**src/rtl/ram_portb_arbiter.sv**
```systemverilog
`default_nettype none
// ============================================================================
// Module   : ram_portb_arbiter
// Purpose  : Shares port B of the data-memory BRAM between two requesters,
//            m0 (debug / program loader) and m1 (peripheral DMA). Requests
//            are serialised one at a time with round-robin fairness. The
//            arbiter drives web/addrb/dinb and returns read data after the
//            BRAM read latency. Port A is not touched by this block.
// Ports    : clk, rst_n (async, active low)
//            m0_* / m1_* : req, we[3:0] (0 = read), addr, wdata in;
//                          gnt (1-cycle pulse), rvalid (1-cycle pulse),
//                          rdata (held until next read of that requester) out
//            web, addrb, dinb : BRAM port B controls/data out
//            doutb            : BRAM port B read data in
//            busy             : high whenever the FSM is not IDLE
// Options  : `define PORTB_BURST_LOCK_EN lets the last owner keep the port
//            for up to MAX_BURST consecutive grants while the other side
//            waits. Default build: strict alternation on every tie.
// Revision : 1.0 - initial release
// ============================================================================
module ram_portb_arbiter #(
   parameter int AW        = 32,
   parameter int DW        = 32,
   parameter int READ_LAT  = 1,
   parameter int MAX_BURST = 4
) (
   input  logic          clk,
   input  logic          rst_n,
   input  logic          m0_req,
   input  logic [3:0]    m0_we,
   input  logic [AW-1:0] m0_addr,
   input  logic [DW-1:0] m0_wdata,
   output logic          m0_gnt,
   output logic          m0_rvalid,
   output logic [DW-1:0] m0_rdata,
   input  logic          m1_req,
   input  logic [3:0]    m1_we,
   input  logic [AW-1:0] m1_addr,
   input  logic [DW-1:0] m1_wdata,
   output logic          m1_gnt,
   output logic          m1_rvalid,
   output logic [DW-1:0] m1_rdata,
   output logic [3:0]    web,
   output logic [AW-1:0] addrb,
   output logic [DW-1:0] dinb,
   input  logic [DW-1:0] doutb,
   output logic          busy
);

   localparam logic [1:0] S_IDLE  = 2'd0;
   localparam logic [1:0] S_ISSUE = 2'd1;
   localparam logic [1:0] S_WAIT  = 2'd2;
   localparam logic [1:0] S_RESP  = 2'd3;

   // Value of lat_cnt in the WAIT cycle where doutb carries the read data.
   localparam logic [1:0] LAT_LAST = 2'(READ_LAT);

   generate
      if (READ_LAT < 1 || READ_LAT > 3 || MAX_BURST < 1) begin : g_bad_params
         $error("ram_portb_arbiter: READ_LAT must be 1..3 and MAX_BURST >= 1");
      end
   endgenerate

   logic [1:0]    state;
   logic          owner;       // 0 = m0, 1 = m1; owner of the transaction in flight
   logic          last_owner;  // owner of the most recently granted transaction
   logic [3:0]    we_q;
   logic [AW-1:0] addr_q;
   logic [DW-1:0] wdata_q;
   logic [1:0]    lat_cnt;

   logic          any_req;
   logic          tie_pick;
   logic          sel;

`ifdef PORTB_BURST_LOCK_EN
   localparam int               BCW        = $clog2(MAX_BURST + 1);
   localparam logic [BCW-1:0]   BURST_MAX  = BCW'(MAX_BURST);
   localparam logic [BCW-1:0]   BURST_ONE  = BCW'(1);
   logic [BCW-1:0] burst_cnt;   // consecutive grants to last_owner; 0 = no burst running
`endif

   // ------------------------------------------------------------------------
   // Requester selection (only acted on in IDLE)
   // ------------------------------------------------------------------------
   always_comb begin
      any_req  = m0_req | m1_req;
      tie_pick = ~last_owner;
`ifdef PORTB_BURST_LOCK_EN
      // Last owner keeps the port while its burst budget lasts.
      if ((burst_cnt != '0) && (burst_cnt < BURST_MAX)) begin
         tie_pick = last_owner;
      end
`endif
      if (m0_req && m1_req) begin
         sel = tie_pick;
      end else begin
         sel = m1_req;
      end
   end

   // ------------------------------------------------------------------------
   // Main FSM and datapath registers
   // ------------------------------------------------------------------------
   always_ff @(posedge clk or negedge rst_n) begin
      if (!rst_n) begin
         state      <= S_IDLE;
         owner      <= 1'b0;
         last_owner <= 1'b1;   // so m0 wins the first tie
         we_q       <= '0;
         addr_q     <= '0;
         wdata_q    <= '0;
         lat_cnt    <= '0;
         m0_rdata   <= '0;
         m1_rdata   <= '0;
      end else begin
         case (state)
            S_IDLE: begin
               if (any_req) begin
                  owner   <= sel;
                  we_q    <= sel ? m1_we    : m0_we;
                  addr_q  <= sel ? m1_addr  : m0_addr;
                  wdata_q <= sel ? m1_wdata : m0_wdata;
                  state   <= S_ISSUE;
               end
            end
            S_ISSUE: begin
               last_owner <= owner;
               if (we_q != 4'b0000) begin
                  state <= S_IDLE;
               end else begin
                  lat_cnt <= 2'd1;
                  state   <= S_WAIT;
               end
            end
            S_WAIT: begin
               if (lat_cnt == LAT_LAST) begin
                  if (owner) begin
                     m1_rdata <= doutb;
                  end else begin
                     m0_rdata <= doutb;
                  end
                  state <= S_RESP;
               end else begin
                  lat_cnt <= lat_cnt + 2'd1;
               end
            end
            S_RESP: begin
               state <= S_IDLE;
            end
            default: begin
               state <= S_IDLE;
            end
         endcase
      end
   end

`ifdef PORTB_BURST_LOCK_EN
   // ------------------------------------------------------------------------
   // Burst counter: counts consecutive grants to the same owner, saturating
   // at MAX_BURST; cleared whenever IDLE finds nobody requesting.
   // ------------------------------------------------------------------------
   always_ff @(posedge clk or negedge rst_n) begin
      if (!rst_n) begin
         burst_cnt <= '0;
      end else if (state == S_IDLE) begin
         if (!any_req) begin
            burst_cnt <= '0;
         end else if ((sel == last_owner) && (burst_cnt != '0)) begin
            if (burst_cnt != BURST_MAX) begin
               burst_cnt <= burst_cnt + BURST_ONE;
            end
         end else begin
            burst_cnt <= BURST_ONE;
         end
      end
   end
`endif

   // ------------------------------------------------------------------------
   // Outputs: all decoded from registers. In IDLE the BRAM side is quiet;
   // web is only ever non-zero during ISSUE.
   // ------------------------------------------------------------------------
   always_comb begin
      busy      = (state != S_IDLE);
      web       = (state == S_ISSUE) ? we_q : 4'b0000;
      addrb     = (state == S_IDLE) ? '0 : addr_q;
      dinb      = (state == S_IDLE) ? '0 : wdata_q;
      m0_gnt    = (state == S_ISSUE) && !owner;
      m1_gnt    = (state == S_ISSUE) &&  owner;
      m0_rvalid = (state == S_RESP)  && !owner;
      m1_rvalid = (state == S_RESP)  &&  owner;
   end

endmodule
`default_nettype wire

```
**config.mk**
```make
export PLATFORM = sky130hd
export DESIGN_NAME = ram_portb_arbiter
export DESIGN_NICKNAME = d
export VERILOG_FILES = /design/src/rtl/ram_portb_arbiter.sv
export SDC_FILE = /design/constraint.sdc
export NUM_CORES = 1
export LEC_CHECK = 0
export CAP_MARGIN = 40
export CORE_MARGIN = 1
export CORE_UTILIZATION = 40
export DETAILED_ROUTE_END_ITERATION = 12
export PLACE_DENSITY = 0.87
export SYNTH_ARGS = -nofsm -noshare
export SYNTH_HDL_FRONTEND = slang
export SYNTH_SLANG_ARGS = --single-unit
```
**constraint.sdc**
```tcl
create_clock -name clk -period 3.3 [get_ports clk]
set_clock_uncertainty 0.15 [all_clocks]
set_input_delay 0.66 -clock clk [delete_from_list [all_inputs] [get_ports clk]]
set_output_delay 0.66 -clock clk [all_outputs]
set_load 0.02 [all_outputs]
```
==> run metrics <==
Hold WS 0.0844 ns; Worst setup SP type flip-flop; PD cells 1010 nW/um2; Fmax 330 MHz; Final ANT Viol Nets 0; DRC 0; layout cells sized above 1 32.0%; # diodes 0; main combinational cell family by area after synthesis multiplexers; Static Leak 4.38 nW; Worst slew margin 60.1%; Pwr Total between 10 and 15 mW; Synth Area in Compound Gates less than 1%; Chip Width 130 um; Final Hold Fails 0; status complete, no violations; final setup vio count 0; largest net degree at the start of global routing a little over 70; Final Instance Area 10,600 um2; antenna violations before repair 0; global placement routability congestion 0.787; Seq/Total Area, Yosys between 50% and 60%; Post-CTS Resized 0; post-synthesis xor/xnor area fraction 0%; Num Clock Sinks 138; synthesized area about 6600 um2; placed cell areas 9840 um2; I/O Pins 309; post-route minimum period ~3.0 ns; vias in the first global route 5,184; met2 wire len 9690 um; worst skew pair latency 0.41 ns; peak supply drop 0.000703 V; commonest non-fill, non-tap cells in the layout clkdlybuf4s50_1 (307), mux2_2 (192), dfrtp_1 (137); DP Cell Count 965; Final WS setup 0.268 ns; Worst Path Class, Setup flip-flop to output port; die footprint 16,900 um2; Critical Path AT 2.22 ns; Post-synth top flop dfrtp_1; flops & latches, synth 138; Tot GR Track Use 21.4%; Final Util 66.2%; drt pass-1 iters 4; Hold Crit Class primary input to async pin; Distinct cells, synth 28; drt wl/cell 17.8 um; Syn Nets 635; average size of a mapped cell 14.2 um2; EDFF count, synth 0; post-CTS setup buffer count 0; Post-CTS Hold Fix Bufs 0; highest net fanout along the worst path 9; TNS Setup 0 ns; first-pass GRT wire length 26,900 um; FILL cells 1,164; Cells after Synth approximately 460; type of element capturing the critical path output port; RSZ-0062 raised after global routing no; ys async rst share 100%; MaxCap Viol Count 0; worst endpoint required time between 2 and 2.5 ns; initial core utilization between 40% and 50%; mux cell area share after synthesis 35.2%; WL met3 1650 um; Worst-path clk slew roughly 0.060 ns; most common cell after layout, fill and taps aside clkdlybuf4s50_1; final worst-path cycle share 91.9%; Via Count 4,762; CTS tree done; top cell type by total area after synthesis dfrtp_1; max-slew violations 0; Synth Area in Simple Gates 7.79%; Least-Margin Pin Slew 0.598 ns; Via density 4.78; fin nets 941; DRT iter0 DRCs between 70 and 80; Synth top area share between 50 and 60%; global route overflow 0; detailed placement HPWL ~13,000 um; Num CTS Buffers 17; Place WS approximately 0.54 ns; row count 46; quantity of I/O buffers inserted on ports 308; H-tree Lvls 4; synth warn 0; Post-Synth Adder-Cell Area 0.191%; core area between 15,000 and 20,000 um2; Synth-to-Final Area Change 61.1%; Max clock buf depth 2; clk root buf clkbuf_16; Die Y-Extent roughly 130 um; non-filler cells in the finished layout 997; M1 WL 6210 um; total wire length around 18,000 um; top layer in use met4; largest cells by area after synthesis dfrtp_1 (52%), mux2_2 (33%), and2_1 (6.6%), mux2_4 (2.1%), buf_6 (1.2%)
-- final cells by class --
| class | count | area [um2] | area share [%] |
|---|---|---|---|
| tap | 216 | 270 | 2.56 |
| clock buffer | 19 | 453 | 4.29 |
| multi-input combinational | 292 | 2900 | 27.5 |
| clock inverter | 13 | 262 | 2.48 |
| timing repair buffer | 317 | 3210 | 30.4 |
| inverter | 2 | 7.51 | 0.0711 |
| sequential | 138 | 3450 | 32.7 |
-- logic make-up after synthesis --
kind of cell / Yosys count
buffers and inverters: 32
adder cells (fa/ha/maj): 1
multiplexers: 202
AND/OR/NAND/NOR: 83
AO/OA/AOI/OAI: 6
flip-flops: 138
-- path summary, 6_finish.rpt --
check / startpoint / end / slack (ns) / cells past startpoint
max: state[0] / web[3] / 0.27 / 3
min: rst_n / m1_rdata[31] / 0.08 / 1
max reg2reg: flip-flop / addr_q[26] / 1.08 / 5
min reg2reg: addr_q[4] / addr_q[4] / 0.34 / 1
max in group asynchronous: rst_n / last_owner / 2.18 / 2
min in group clk: addr_q[4] / addr_q[4] / 0.34 / 1
-- Yosys cell counts (2+ instances only) --
cell	instances
clkbuf_8	3
buf_6	7
nand2_1	3
buf_2	12
mux2_2	192
nor2b_1	2
clkbuf_1	7
inv_1	2
dfrtp_1	137
nor2_1	3
and2_1	69
mux2_4	9
-- where the power goes --
| group | total, mW | internal (mW) | switching, mW |
|---|---|---|---|
| clock | 2.27 | 1.54 | 0.727 |
| combinational | 5.39 | 2.95 | 2.44 |
| sequential | 3.03 | 2.55 | 0.483 |
-- flip-flops by register name (all words and copies together) (netlist names), named ones only --
signal / count
addr_q: 32
m0_rdata: 32
m1_rdata: 32
wdata_q: 32
we_q: 4
lat_cnt: 2
last_owner: 1
owner: 1
state: 1
-- worst max-delay path: stages (launching register included) --
cell	delay [ns]
dfrtp_1	0.46
nor2b_1	0.50
and2_1	0.22
clkdlybuf4s50_1	0.64
-- per-layer routing --
metal  global-route usage [%]  up-vias
met2                     40.9      186
met4                     6.29        0
met1                     20.8     2334
li1                         -     2223
met5                        0        -
met3                     9.14       19
No activity file was read; power rests on OpenSTA's default activity.
==> edit 1, RTL diff (same settings) <==
Change the parameter `DW` from 32 to 24.
--- a/src/rtl/ram_portb_arbiter.sv
+++ b/src/rtl/ram_portb_arbiter.sv
@@ -22,3 +22,3 @@
    parameter int AW        = 32,
-   parameter int DW        = 32,
+   parameter int DW        = 24,
    parameter int READ_LAT  = 1,
Interface: changed (6 resized); port bits go from 309 to 261. The function was not compared with the original's and may differ.
==> edit 1 against the original RTL <==
Wire length is 21% lower; worst setup slack better by 0.061 ns; register-to-register slack gained 0.20 ns; sequential cell count shrank 24; design area fell by 14%; area after synthesis shrank 13%; total power fell by 16%; via count is 14% lower; largest cell class unchanged; highest routed layer unchanged.
==> edit 1: results <==
[pwr]
peakVddDrop_uv = 774
p_leak_nw = 3.91
clock_power_mw = 1.78
switching_share_pct = 34.8
sequentialPowerShare_pct = 27.7

[worst_setup_path]
crit_end = "m0_gnt"
worst_ep_arrival_time_ns = 2.16
slowest_delay_ns = 0.62
rrSetupSlack_ns = 1.28
r2r_end = "wdata_q[6]$_DFFE_PN0P_"

[placed_design]
place_hpwl_mm = 10.4
dp.cells = 818
place_ws_ns = 0.503
postPlaceCellArea_um2 = 8500
gp_congestion = 0.746

[grt]
grt_first_pass_wirelength_mm = 22.0
gr-usage-all-layers_pct = 19.8

[finish]
clkCellAreaFrac_pct = 6.43
fin_area_um2 = 9090
layout-drive-gt1-share_pct = 32.3
buffers = 269
inv_count = 3

[logic_synthesis]
synth.cells.most_frequent = "dfrtp_1, mux2_2, mux2_4"
synth_compound_area_share_pct = 0.811
yosys-mux-area-fraction_pct = 37.4
ys_types = 27
synth_nets = 544

[route]
drtIter0Drc = 174

[timing]
hold_ws_ns = 0.165

[outcome]
status = "completed"
-- edit 1: cell types whose count changed in the layout (fill, tap and decap cells not counted), moves of 6 or more --
| cell | before | now |
|---|---|---|
| mux2_2 | 192 | 110 |
| and2_1 | 69 | 5 |
| mux2_4 | 9 | 59 |
| clkdlybuf4s50_1 | 307 | 259 |
| nor2b_1 | 2 | 44 |
| dfrtp_1 | 137 | 113 |
| and2b_1 | 0 | 13 |
| bufinv_16 | 7 | 1 |
| clkbuf_8 | 2 | 8 |
-- edit 1: per-layer routing --
| layer | track usage (%) | vias up | routed length [um] |
|---|---|---|---|
| met5 | 0 | - | 0 |
| met4 | 8.33 | 0 | 275 |
| met1 | 22.3 | 1987 | 5530 |
| met2 | 34.4 | 180 | 7240 |
| li1 | - | 1889 | - |
| met3 | 5.97 | 26 | 1010 |
==> edit 2, RTL diff (same flow settings) <==
Without the edit above. Add a define of `PORTB_BURST_LOCK_EN`.
--- a/src/rtl/ram_portb_arbiter.sv
+++ b/src/rtl/ram_portb_arbiter.sv
@@ -20,2 +20,4 @@
 // ============================================================================
+`define PORTB_BURST_LOCK_EN
+
 module ram_portb_arbiter #(
Check against the original RTL: not equivalent (a bounded check fails within 4 cycles, from zero or initial values and one cycle with rst_n low).
==> edit 2 against the original RTL <==
Design area is 1.0% lower; largest cell class unchanged; cell count is 18% higher; first-iteration DRC count grew to 3.9 times the old value; total power is 1.0% higher; sequential cell count is 3 higher; area after synthesis is 0.90% lower; wire length is 12% higher; worst setup slack worse by 0.035 ns.
==> edit 2: results <==
[grt]
grt_first_pass_wirelength_mm = 31.3
antenna_found_initial = 0
grt_pass1_vias = 6025
gr-usage-all-layers_pct = 24.5
grt_max_degree = 67

[logic_synthesis]
synth_nets = 823
synth.avg_cell_area_um2 = 10.0
synth_compound_area_share_pct = 12.8
ys.flop_type = "dfrtp_1"
ys_seq_area_share_pct = 54.4
yosysWarnings = 0
synthArstFlopShare_pct = 100
synth.area.top_cells = "dfrtp_1, mux2_2, a21oi_1"
ys_types = 31
synth.cells.most_frequent = "dfrtp_1, a21oi_1, nand2_1"
synthXorXnorAreaFrac_pct = 0
yosys.area_share.adder_pct = 0.578
yosys-mux-area-fraction_pct = 11.7

[route]
drtIter0Drc = 295
routed-via-count = 5875
routed_via_density = 5.00
firstDrtPassIters = 4
ant_nets = 0
avgRoutedWirePerCell_um = 16.9

[floorplanning]
num_rows = 46

[worst_setup_path]
slowest_stage = "clkdlybuf4s50_1"
worst_ep_arrival_time_ns = 2.26
cp_top_family = "buffers and inverters"
rrSetupSlack_ns = 0.81
slowest_delay_ns = 0.64
crit_path_max_fanout = 66

[timing]
setup_slack_ns = 0.233
hold_ws_ns = 0.0257
max_slew_margin_pct = 58.2

[finish]
n_antenna_cell = 0
fillers = 1282
layout.nets = 1121
layout-drive-gt1-share_pct = 14.6

[clock_network]
path_clk_slew_ns = 0.07
clk_latency_ns = 0.42
cts-root-buf = "clkbuf_16"
cts_inserted_buffers = 17
postCtsSetupRepairBufs = 0
cts_buffer_depth = 2
cts_max_level = 4

[pwr]
p_leak_nw = 4.40
powerDensity_nw_per_um2 = 1030
peakVddDrop_uv = 574

[placed_design]
place.port_buffers = 308
place_ws_ns = 0.355
gp_congestion = 0.820
place_hpwl_mm = 14.0
postPlaceCellArea_um2 = 9840
dp.cells = 1143

[outcome]
status = "completed"

[worst_hold_path]
min_path_type = "in -> async"
[edit 2: worst register-to-register path: stages (launching register included)]
cell	delay, ns
dfrtp_1	0.37
inv_1	0.07
ha_1	0.27
or4b_1	0.53
and3_2	0.41
buf_4	0.28
a21oi_1	0.20
a21oi_1	0.10
[edit 2: final timing paths]
check	startpoint	end	depth (start not counted)
setup / recovery	flip-flop	dinb[14]	5
hold / removal	rst_n	m1_rdata[5]$_DFFE_PN0P_	1
setup reg to reg	burst_cnt[0]$_DFFE_PN0P_	addr_q[27]$_DFFE_PN0P_	7
hold reg to reg	lat_cnt[0]$_DFFE_PN0P_	lat_cnt[0]$_DFFE_PN0P_	1
max in group asynchronous	rst_n	addr_q[27]$_DFFE_PN0P_	2
min in group clk	lat_cnt[0]$_DFFE_PN0P_	lat_cnt[0]$_DFFE_PN0P_	1
[edit 2: routing by layer]
layer / vias up / global-route usage (%) / part of all wire [%]
li1: 2768 / - / -
met1: 2797 / 30.0 / 39
met2: 247 / 39.4 / 50
met3: 63 / 6.19 / 6.4
met4: 0 / 13.9 / 4.3
met5: - / 0 / 0
[edit 2: what timing repair did]
item | CTS | global route
resized for setup | 0 | 2
endpoints found under the setup margin | 0 | 64
hold endpoints to repair | 0 | 0
hold buffers | 0 | 0
[edit 2: layout make-up]
cell class	instances	area share [%]
flip-flops and latches	141	33.8
repair buffers	324	31.2
multi-input cells	457	26.5
clock buffers	18	4.20
well taps	216	2.59
clock inverters	13	1.51
inverters	5	0.180
[edit 2: power breakdown]
part / switching, mW / internal [mW]
registers: 0.458 / 2.59
clock network: 0.804 / 1.15
logic: 3.02 / 2.77
total: 4.28 / 6.52
